### src/rtl/bmp_stream_writer_if.sv
// Pixel-in / byte-out stream bundle for the BMP writer.
// master = writer side, slave = environment side.
interface bmp_stream_writer_if;
  logic        in_valid;
  logic        in_ready;
  logic [7:0]  in_R;
  logic [7:0]  in_G;
  logic [7:0]  in_B;
  logic [10:0] in_X;
  logic [10:0] in_Y;
  logic        out_valid;
  logic        out_ready;
  logic [7:0]  out_byte;
  logic        out_sof;
  logic        out_eof;
  logic        frame_done;
  logic        err_seq;

  modport master (
    input  in_valid, in_R, in_G, in_B, in_X, in_Y,
    input  out_ready,
    output in_ready,
    output out_valid, out_byte, out_sof, out_eof,
    output frame_done, err_seq
  );

  modport slave (
    output in_valid, in_R, in_G, in_B, in_X, in_Y,
    output out_ready,
    input  in_ready,
    input  out_valid, out_byte, out_sof, out_eof,
    input  frame_done, err_seq
  );
endinterface

### src/rtl/bmp_stream_writer.sv
// Serialises a raster RGB pixel stream into a top-down 24-bit BMP byte stream.
// Header from a constant table, then B,G,R per pixel and zero row padding.
module bmp_stream_writer #(
  parameter int WIDTH          = 768,
  parameter int HEIGHT         = 512,
  parameter int BMP_HEADER_NUM = 54,
  parameter int PPM            = 2835
) (
  input  logic               CAMERA_CLK,
  input  logic               rst,
  bmp_stream_writer_if.master bus
);

  localparam int STRIDE = ((WIDTH * 3 + 3) / 4) * 4;
  localparam int PAD    = STRIDE - WIDTH * 3;
  localparam int IMG    = STRIDE * HEIGHT;
  localparam int FSIZE  = BMP_HEADER_NUM + IMG;

  // Byte 0 sits in the LSBs, so 32-bit fields land little-endian.
  localparam logic [8*54-1:0] HDR = {
    32'd0, 32'd0,
    32'(PPM), 32'(PPM),
    32'(IMG), 32'd0,
    16'd24, 16'd1,
    32'(-HEIGHT), 32'(WIDTH),
    32'd40, 32'(BMP_HEADER_NUM),
    32'd0, 32'(FSIZE),
    8'h4D, 8'h42
  };

  localparam logic [5:0]  HDR_LAST = 6'(BMP_HEADER_NUM - 1);
  localparam logic [1:0]  PAD_LAST = 2'((PAD > 0) ? PAD - 1 : 0);
  localparam logic [10:0] X_LAST   = 11'(WIDTH - 1);
  localparam logic [10:0] Y_LAST   = 11'(HEIGHT - 1);
  localparam bit          HAS_PAD  = (PAD > 0);

  localparam logic [2:0] S_IDLE = 3'd0;
  localparam logic [2:0] S_HDR  = 3'd1;
  localparam logic [2:0] S_LOAD = 3'd2;
  localparam logic [2:0] S_PB   = 3'd3;
  localparam logic [2:0] S_PG   = 3'd4;
  localparam logic [2:0] S_PR   = 3'd5;
  localparam logic [2:0] S_PAD  = 3'd6;

  logic [2:0]  state_q, state_d;
  logic [5:0]  idx_q, idx_d;
  logic [10:0] ex_q, ex_d;
  logic [10:0] ey_q, ey_d;
  logic [7:0]  r_q, r_d;
  logic [7:0]  g_q, g_d;
  logic [7:0]  b_q, b_d;
  logic        out_valid_q, out_valid_d;
  logic [7:0]  out_byte_q, out_byte_d;
  logic        out_sof_q, out_sof_d;
  logic        out_eof_q, out_eof_d;
  logic        frame_done_q, frame_done_d;
  logic        err_q, err_d;
  logic        in_ready_c;
  logic        hs;
  logic        origin;
  logic        row_end;
  logic        last_px;
  logic [5:0]  nidx;

  assign hs      = out_valid_q && bus.out_ready;
  assign origin  = (bus.in_X == 11'd0) && (bus.in_Y == 11'd0);
  assign last_px = (ex_q == X_LAST) && (ey_q == Y_LAST);
  assign nidx    = idx_q + 6'd1;

  always_comb begin
    state_d      = state_q;
    idx_d        = idx_q;
    ex_d         = ex_q;
    ey_d         = ey_q;
    r_d          = r_q;
    g_d          = g_q;
    b_d          = b_q;
    out_valid_d  = out_valid_q;
    out_byte_d   = out_byte_q;
    out_sof_d    = out_sof_q;
    out_eof_d    = out_eof_q;
    frame_done_d = 1'b0;
    err_d        = 1'b0;
    in_ready_c   = 1'b0;
    row_end      = 1'b0;

    unique case (state_q)
      S_IDLE: begin
        // Origin pixel stays pending; it is consumed in LOAD.
        in_ready_c = !(bus.in_valid && origin);
        if (bus.in_valid && origin) begin
          state_d     = S_HDR;
          idx_d       = 6'd0;
          ex_d        = 11'd0;
          ey_d        = 11'd0;
          out_valid_d = 1'b1;
          out_byte_d  = HDR[7:0];
          out_sof_d   = 1'b1;
          out_eof_d   = 1'b0;
        end
      end
      S_HDR: begin
        if (hs) begin
          out_sof_d = 1'b0;
          if (idx_q == HDR_LAST) begin
            state_d     = S_LOAD;
            out_valid_d = 1'b0;
          end else begin
            idx_d      = nidx;
            out_byte_d = HDR[{nidx, 3'b000} +: 8];
          end
        end
      end
      S_LOAD: begin
        in_ready_c = 1'b1;
        if (bus.in_valid) begin
          r_d         = bus.in_R;
          g_d         = bus.in_G;
          b_d         = bus.in_B;
          err_d       = (bus.in_X != ex_q) || (bus.in_Y != ey_q);
          state_d     = S_PB;
          out_valid_d = 1'b1;
          out_byte_d  = bus.in_B;
          out_eof_d   = 1'b0;
        end
      end
      S_PB: begin
        if (hs) begin
          state_d    = S_PG;
          out_byte_d = g_q;
        end
      end
      S_PG: begin
        if (hs) begin
          state_d    = S_PR;
          out_byte_d = r_q;
          out_eof_d  = last_px && !HAS_PAD;
        end
      end
      S_PR: begin
        if (hs) begin
          if (ex_q != X_LAST) begin
            ex_d        = ex_q + 11'd1;
            state_d     = S_LOAD;
            out_valid_d = 1'b0;
          end else if (HAS_PAD) begin
            state_d    = S_PAD;
            idx_d      = 6'd0;
            out_byte_d = 8'h00;
            out_eof_d  = (ey_q == Y_LAST) && (PAD_LAST == 2'd0);
          end else begin
            row_end = 1'b1;
          end
        end
      end
      S_PAD: begin
        if (hs) begin
          if (idx_q[1:0] == PAD_LAST) begin
            row_end = 1'b1;
          end else begin
            idx_d     = nidx;
            out_eof_d = (ey_q == Y_LAST) &&
                        (idx_q[1:0] + 2'd1 == PAD_LAST);
          end
        end
      end
      default: state_d = S_IDLE;
    endcase

    if (row_end) begin
      ex_d        = 11'd0;
      out_valid_d = 1'b0;
      out_eof_d   = 1'b0;
      if (ey_q != Y_LAST) begin
        ey_d    = ey_q + 11'd1;
        state_d = S_LOAD;
      end else begin
        state_d      = S_IDLE;
        frame_done_d = 1'b1;
      end
    end
  end

  always_ff @(posedge CAMERA_CLK) begin
    if (rst) begin
      state_q      <= S_IDLE;
      idx_q        <= 6'd0;
      ex_q         <= 11'd0;
      ey_q         <= 11'd0;
      r_q          <= 8'd0;
      g_q          <= 8'd0;
      b_q          <= 8'd0;
      out_valid_q  <= 1'b0;
      out_byte_q   <= 8'd0;
      out_sof_q    <= 1'b0;
      out_eof_q    <= 1'b0;
      frame_done_q <= 1'b0;
      err_q        <= 1'b0;
    end else begin
      state_q      <= state_d;
      idx_q        <= idx_d;
      ex_q         <= ex_d;
      ey_q         <= ey_d;
      r_q          <= r_d;
      g_q          <= g_d;
      b_q          <= b_d;
      out_valid_q  <= out_valid_d;
      out_byte_q   <= out_byte_d;
      out_sof_q    <= out_sof_d;
      out_eof_q    <= out_eof_d;
      frame_done_q <= frame_done_d;
      err_q        <= err_d;
    end
  end

  assign bus.in_ready   = in_ready_c;
  assign bus.out_valid  = out_valid_q;
  assign bus.out_byte   = out_byte_q;
  assign bus.out_sof    = out_sof_q;
  assign bus.out_eof    = out_eof_q;
  assign bus.frame_done = frame_done_q;
  assign bus.err_seq    = err_q;

endmodule

### src/flat_wrapper.sv
// flat-port wrapper written by rule: the top's interface ports become plain ports
module bmp_stream_writer_flat 
#(
  parameter int WIDTH          = 768,
  parameter int HEIGHT         = 512,
  parameter int BMP_HEADER_NUM = 54,
  parameter int PPM            = 2835
)
  (CAMERA_CLK, rst, bus_in_valid, bus_in_R, bus_in_G, bus_in_B, bus_in_X, bus_in_Y, bus_out_ready, bus_in_ready, bus_out_valid, bus_out_byte, bus_out_sof, bus_out_eof, bus_frame_done, bus_err_seq);
  bmp_stream_writer_if bus_i ();
  input  logic CAMERA_CLK;
  input  logic rst;
  input wire logic [$bits(bus_i.in_valid)-1:0] bus_in_valid;
  input wire logic [$bits(bus_i.in_R)-1:0] bus_in_R;
  input wire logic [$bits(bus_i.in_G)-1:0] bus_in_G;
  input wire logic [$bits(bus_i.in_B)-1:0] bus_in_B;
  input wire logic [$bits(bus_i.in_X)-1:0] bus_in_X;
  input wire logic [$bits(bus_i.in_Y)-1:0] bus_in_Y;
  input wire logic [$bits(bus_i.out_ready)-1:0] bus_out_ready;
  output wire logic [$bits(bus_i.in_ready)-1:0] bus_in_ready;
  output wire logic [$bits(bus_i.out_valid)-1:0] bus_out_valid;
  output wire logic [$bits(bus_i.out_byte)-1:0] bus_out_byte;
  output wire logic [$bits(bus_i.out_sof)-1:0] bus_out_sof;
  output wire logic [$bits(bus_i.out_eof)-1:0] bus_out_eof;
  output wire logic [$bits(bus_i.frame_done)-1:0] bus_frame_done;
  output wire logic [$bits(bus_i.err_seq)-1:0] bus_err_seq;
  assign bus_i.in_valid = bus_in_valid;
  assign bus_i.in_R = bus_in_R;
  assign bus_i.in_G = bus_in_G;
  assign bus_i.in_B = bus_in_B;
  assign bus_i.in_X = bus_in_X;
  assign bus_i.in_Y = bus_in_Y;
  assign bus_i.out_ready = bus_out_ready;
  assign bus_in_ready = bus_i.in_ready;
  assign bus_out_valid = bus_i.out_valid;
  assign bus_out_byte = bus_i.out_byte;
  assign bus_out_sof = bus_i.out_sof;
  assign bus_out_eof = bus_i.out_eof;
  assign bus_frame_done = bus_i.frame_done;
  assign bus_err_seq = bus_i.err_seq;
  bmp_stream_writer #(.WIDTH(WIDTH), .HEIGHT(HEIGHT), .BMP_HEADER_NUM(BMP_HEADER_NUM), .PPM(PPM)) u_core (.CAMERA_CLK(CAMERA_CLK), .rst(rst), .bus(bus_i));
endmodule
### config.mk
export PLATFORM = sky130hd
export DESIGN_NAME = bmp_stream_writer_flat
export DESIGN_NICKNAME = d
export VERILOG_FILES = /design/src/rtl/bmp_stream_writer_if.sv /design/src/rtl/bmp_stream_writer.sv /design/src/flat_wrapper.sv
export SDC_FILE = /design/constraint.sdc
export NUM_CORES = 1
export LEC_CHECK = 0
export CORE_ASPECT_RATIO = 1.1
export CORE_MARGIN = 4
export CORE_UTILIZATION = 30
export CTS_BUF_LIST = sky130_fd_sc_hd__clkbuf_8
export DETAILED_ROUTE_END_ITERATION = 6
export PLACE_DENSITY = 0.55
export SYNTH_ARGS = -nofsm -noshare
export SYNTH_HDL_FRONTEND = slang
export SYNTH_SLANG_ARGS = --single-unit
export TNS_END_PERCENT = 10
### constraint.sdc
create_clock -name CAMERA_CLK -period 2.2 [get_ports CAMERA_CLK]
set_input_delay 0.44 -clock CAMERA_CLK [delete_from_list [all_inputs] [get_ports CAMERA_CLK]]
set_output_delay 0.44 -clock CAMERA_CLK [all_outputs]
set_load 0.1 [all_outputs]
# Word-level counts from Yosys, hierarchy flattened
# Index checks and enable logic that the tools add are counted.
# Widths: inputs -> output; s select.
[classes]
n_reduce_logical = 29
shift = 1
bitwise_logic = 3
add_sub_neg = 4
eq_ne = 33
n_mux = 54
[op_table]
columns = ["op", "count"]
rows = [
  ["$shiftx 432x10->8 const A", 1],
  ["$mux 11", 7],
  ["$mux 8", 6],
  ["$pmux 8 s5", 1],
  ["$mux 6", 5],
  ["$mux 3", 9],
  ["$add 11x1->11 const B", 2],
  ["$logic_not 11->1", 2],
  ["$ne 11x11->1", 2],
  ["$pmux 11 s2", 1],
  ["$ne 3x1->1 const B", 7],
  ["$pmux 3 s7", 1],
  ["$ne 2x1->1 const B", 9],
  ["$pmux 6 s3", 1],
  ["$mux 1", 17],
  ["$reduce_and 7->1", 2],
  ["$reduce_and 6->1", 2],
  ["$eq 11x10->1 const B", 1],
  ["$eq 11x9->1 const B", 1],
  ["$ne 11x10->1 const B", 1],
  ["$ne 11x9->1 const B", 1],
  ["$eq 3x3->1 const B", 3],
  ["$reduce_and 9->1", 1],
  ["$pmux 1 s4", 2],
  ["other kinds (24)", 39],
]
[word_totals]
elab_cells = 136
output_inout_bits = 14
regBits = 60
input_bits = 50

# Longest topological paths before layout
[depth]
ltp_word = 7
mapped_depth = 10

# Worst setup path before layout
# OpenSTA, ideal clock, no wires.
[synth_path]
kind = "reg2out"
start = "register u_core.state_q[1]"
end = "output port bus_in_ready"
arrival_time_ns = 2.163
t_required_ns = 1.760
stages_incl_launch_ff = 5
setup_slack_ns = -0.403
path_cell_list = "dfxtp_1 buf_2 clkbuf_1 nor3_1 nor2_1"
[synth_between]
elab_chain_len = 2
word_cells_on_any_way = 3
cone_classes = "eq/ne: 1; mux: 1; reduce/logical: 1"
[synth_rtl]
columns = ["element", "line", "text"]
rows = [
  ["start, declared", "bmp_stream_writer.sv:45", "logic [2:0] state_q, state_d;"],
  ["start signal, assigned", "bmp_stream_writer.sv:200", "state_q <= state_d;"],
  ["$eq 3x2->1 or $logic_not 3->1 (tied branches)", "bmp_stream_writer.sv:87", "unique case (state_q)"],
  ["$pmux 1 s2 *", "bmp_stream_writer.sv:87", ""],
  ["end, declared", "flat_wrapper.sv:20", "output wire logic [$bits(bus_i.in_ready)-1:0] bus_in_ready;"],
]
# Every way passes the cells marked *; elsewhere a longest branch is shown, timed or not.

# Worst setup path in the final report
[layout_path]
start = "register u_core.idx_q[1]"
end = "register u_core.out_byte_q[4], in the netlist u_core.bus.out_byte[4]"
[layout_between]
elab_chain_len = 5
word_cells_on_any_way = 8
cone_classes = "add/sub: 1; eq/ne: 2; shift: 1; mux: 3; reduce/logical: 1"
[layout_rtl]
columns = ["element", "line", "text"]
rows = [
  ["start, declared", "bmp_stream_writer.sv:46", "logic [5:0] idx_q, idx_d;"],
  ["start signal, assigned", "bmp_stream_writer.sv:201", "idx_q <= idx_d;"],
  ["$add 6x1->6", "bmp_stream_writer.sv:68", "assign nidx = idx_q + 6'd1;"],
  ["$shiftx 432x10->8", "bmp_stream_writer.sv:110", "out_byte_d = HDR[{nidx, 3'b000} +: 8];"],
  ["$mux 8", "bmp_stream_writer.sv:105", "if (idx_q == HDR_LAST) begin"],
  ["$mux 8", "bmp_stream_writer.sv:103", "if (hs) begin"],
  ["$pmux 8 s5", "bmp_stream_writer.sv:87", ""],
  ["end signal, assigned", "bmp_stream_writer.sv:208", "out_byte_q <= out_byte_d;"],
  ["end, declared", "bmp_stream_writer.sv:53", "logic [7:0] out_byte_q, out_byte_d;"],
]
# Parallel ways exist; a longest one is shown, timed or not. The select of a mux whose other input is x is not followed.
# A chain may end at the register's enable or synchronous reset.

==> results_dict.tcl <==
set metrics [dict create \
    status "finished, final reports clean" \
    synth_area_per_cell_sq_um 7.59 \
    maxSlewViolCount 0 \
    max_slew_margin_pct 63.8 \
    diodes 0 \
    cts_inserted_buffers 9 \
    arrival_ns 2.36 \
    worstMarginPinSlew_ns 0.540 \
    layout.nets 763 \
    dpl.cell_count 865 \
    place_hpwl_um 11100 \
    grt_pass1_vias 4715 \
    worstHoldPathType "flop to flop" \
    fin_total_pwr_mw 2.15 \
    synth.largest_area_cell "dfxtp_1" \
    root_buffer "clkbuf_8" \
    port_buffers 63 \
    vias 4656 \
    fp-row-count 44 \
    power.internal_mw 1.60 \
    cp_max_fo 8 \
    h-tree-depth 3 \
    drc 0 \
    dieArea_sq_um 15800 \
    syn2layout_area_growth_pct 44.4 \
    crit_type "flop to flop" \
    grt.total_usage_pct 17.4 \
    max-vdd-ir-drop_mv 0.240 \
    synth_edf_count 0 \
    syn-num-nets 608 \
    grt_max_degree 28 \
    cts.sinks 60 \
    hold_violations 0 \
    fin_cells 892 \
    clk_pin_slew_ns 0.07 \
    p_leak_nw 2.46 \
    die_h_um 132 \
    startpoint "u_core.idx_q[1]" \
    grt_overflow 0 \
    period_share_pct 96.4 \
    drtIter0Drc 282 \
    cts_tree "built" \
    hold_start "u_core.g_q[1]" \
    synth-async-reset-ratio_pct 0 \
    switching_share_pct 25.4 \
    synth_warnings 0 \
    fin_crit_ns 2.12 \
    antenna_left 0 \
    grt_pass1_wl_um 22700 \
    hold_buffers 0 \
    start_util_pct 31.1 \
    dr.pass1.iters 5 \
    viasPerCell 5.22 \
    routed_wl_um 14100 \
    start_kind "flop" \
    yosys.area.top_type_share_pct 28.8 \
    required_ns 2.44 \
    p_clk_share_pct 41.1 \
    drive_gt1_share_pct 25.8 \
    end_kind "flop" \
    synth_ff_type "dfxtp_1" \
    synth_cells 549 \
    fin_area_sq_um 6020 \
    setup_viol 0 \
    wl_per_cell_um 15.8 \
    combPwrFrac_pct 8.4 \
    ios 64 \
    final_util_pct 45.0 \
    synth_seq_cells 60 \
    die_w_um 120 \
    pwr-share-seq_pct 50.5 \
    synth_area_leaders "dfxtp_1 (29%), xor2_1 (6.1%), nand2_1 (5.9%), a21oi_1 (5.8%), nor2_1 (4.0%)" \
    skew_ns 0.0191 \
    drv_cap 0 \
    p_per_area_nw_per_um2 357 \
    gp_congestion 0.911 \
    synth.distinct_cells 69 \
    switching_power_uw 545 \
    place_area_sq_um 5640 \
    syn_area_sq_um 4170 \
    antenna_found_initial 0 \
    fin_setup_tns_ns 0 \
    clk_latency_ns 0.36 \
    fmax_ghz 0.472 \
    core_sq_um 13400 \
    clock_path_buffers 2 \
    r2r_start "u_core.idx_q[1]" \
    seq_area_frac_synth_pct 28.8 \
]
-- cells in the mapped netlist, types with 10 or more instances --
cell type and instances:
nand2_1 66, a21oi_1 48, inv_1 12, nor2_1 44, buf_2 13, nand3_1 17
nor3_1 14, o21ai_0 26, nor4_1 10, dfxtp_1 60, clkbuf_1 22, xor2_1 29
-- what timing repair did --
action,CTS,global route
setup buffers,2,10
gates cloned,0,0
gates resized for setup,19,34
endpoints found under the setup margin,8,30
pin swaps,7,16
-- cells by family after synthesis --
| family | share of synthesized area [%] |
|---|---|
| AO/OA/AOI/OAI | 26.2 |
| adder cells (fa/ha/maj) | 2.70 |
| buffers and inverters | 4.98 |
| flip-flops | 28.8 |
| multiplexers | 0.961 |
| AND/OR/NAND/NOR | 28.4 |
| XOR/XNOR | 7.99 |
-- per-stage QoR --
step                hold WS, ns  worst slack [ns]
finish                    0.462            0.0796
floorplan                 0.436            -0.179
detailed placement        0.450            -0.358
global placement          0.448            -0.317
CTS                       0.461           -0.0587
global route              0.482         -0.000322
-- sequential cells by signal (all words and copies together) (netlist names) --
signal	flops
u_core.bus.err_seq	1
u_core.bus.frame_done	1
u_core.bus.out_byte	8
u_core.bus.out_eof	1
u_core.bus.out_sof	1
u_core.bus.out_valid	1
u_core.ex_q	11
u_core.ey_q	11
u_core.g_q	8
u_core.idx_q	6
u_core.r_q	8
u_core.state_q	3
-- final cells by class --
| class | count | area [sq um] |
|---|---|---|
| Clock inverter | 6 | 41.3 |
| Inverter | 13 | 48.8 |
| Clock buffer | 9 | 124 |
| Timing Repair Buffer | 181 | 1520 |
| Fill cell | 1367 | 7360 |
| Tap cell | 184 | 230 |
| Multi-Input combinational cell | 439 | 2840 |
| Sequential cell | 60 | 1210 |
-- power groups by stage --
stage          Sequential (mW)  Clock, mW  Combinational [mW]
3_5_place_dp              1.11          0               0.186
4_1_cts                   1.09      0.903               0.184
2_1_floorplan             1.11          0              0.0387
3_3_place_gp              1.11          0               0.185
5_1_grt                   1.08      0.948               0.196
6_report                  1.09      0.882               0.180
-- metal layers --
metal  share of wire (%)  global-route usage, %
met2                  51                   31.2
met4                 2.2                   5.67
met3                 3.5                   3.57
met1                  43                   20.4
met5                   0                      0
-- placed cells by master, fill, tap and decap left out, types with 9 or more instances in the layout --
cell,synthesis,routed
dlymetal6s2s_1,0,13
a21oi_1,48,47
o21ai_0,26,25
clkbuf_8,0,9
clkdlybuf4s50_1,0,26
nor2b_1,9,9
dfxtp_1,60,56
nand3_1,17,17
a22o_1,9,9
inv_1,12,10
nand2_1,66,66
buf_4,1,129
xor2_1,29,29
nor3_1,14,12
nand2b_1,9,9
nor2_1,44,43
xnor2_1,9,9
-- worst max-delay path: stages (launching register included) --
cell and delay (ns):
dfxtp_2 0.34, buf_6 0.13, inv_2 0.06, buf_4 0.14
ha_1 0.23, inv_1 0.09, nor4_1 0.05, o31ai_1 0.32
a2111oi_1 0.16, a211o_1 0.30, a22o_1 0.20
-- worst paths after layout --
check,to,depth (start not counted),slack [ns]
setup / recovery,u_core.bus.out_byte[4],10,0.08
hold / removal,u_core.g_q[1],2,0.46
setup reg to reg,u_core.bus.out_byte[4],10,0.08
hold reg to reg,u_core.g_q[1],2,0.46
Power figures use the tool's default switching activity.
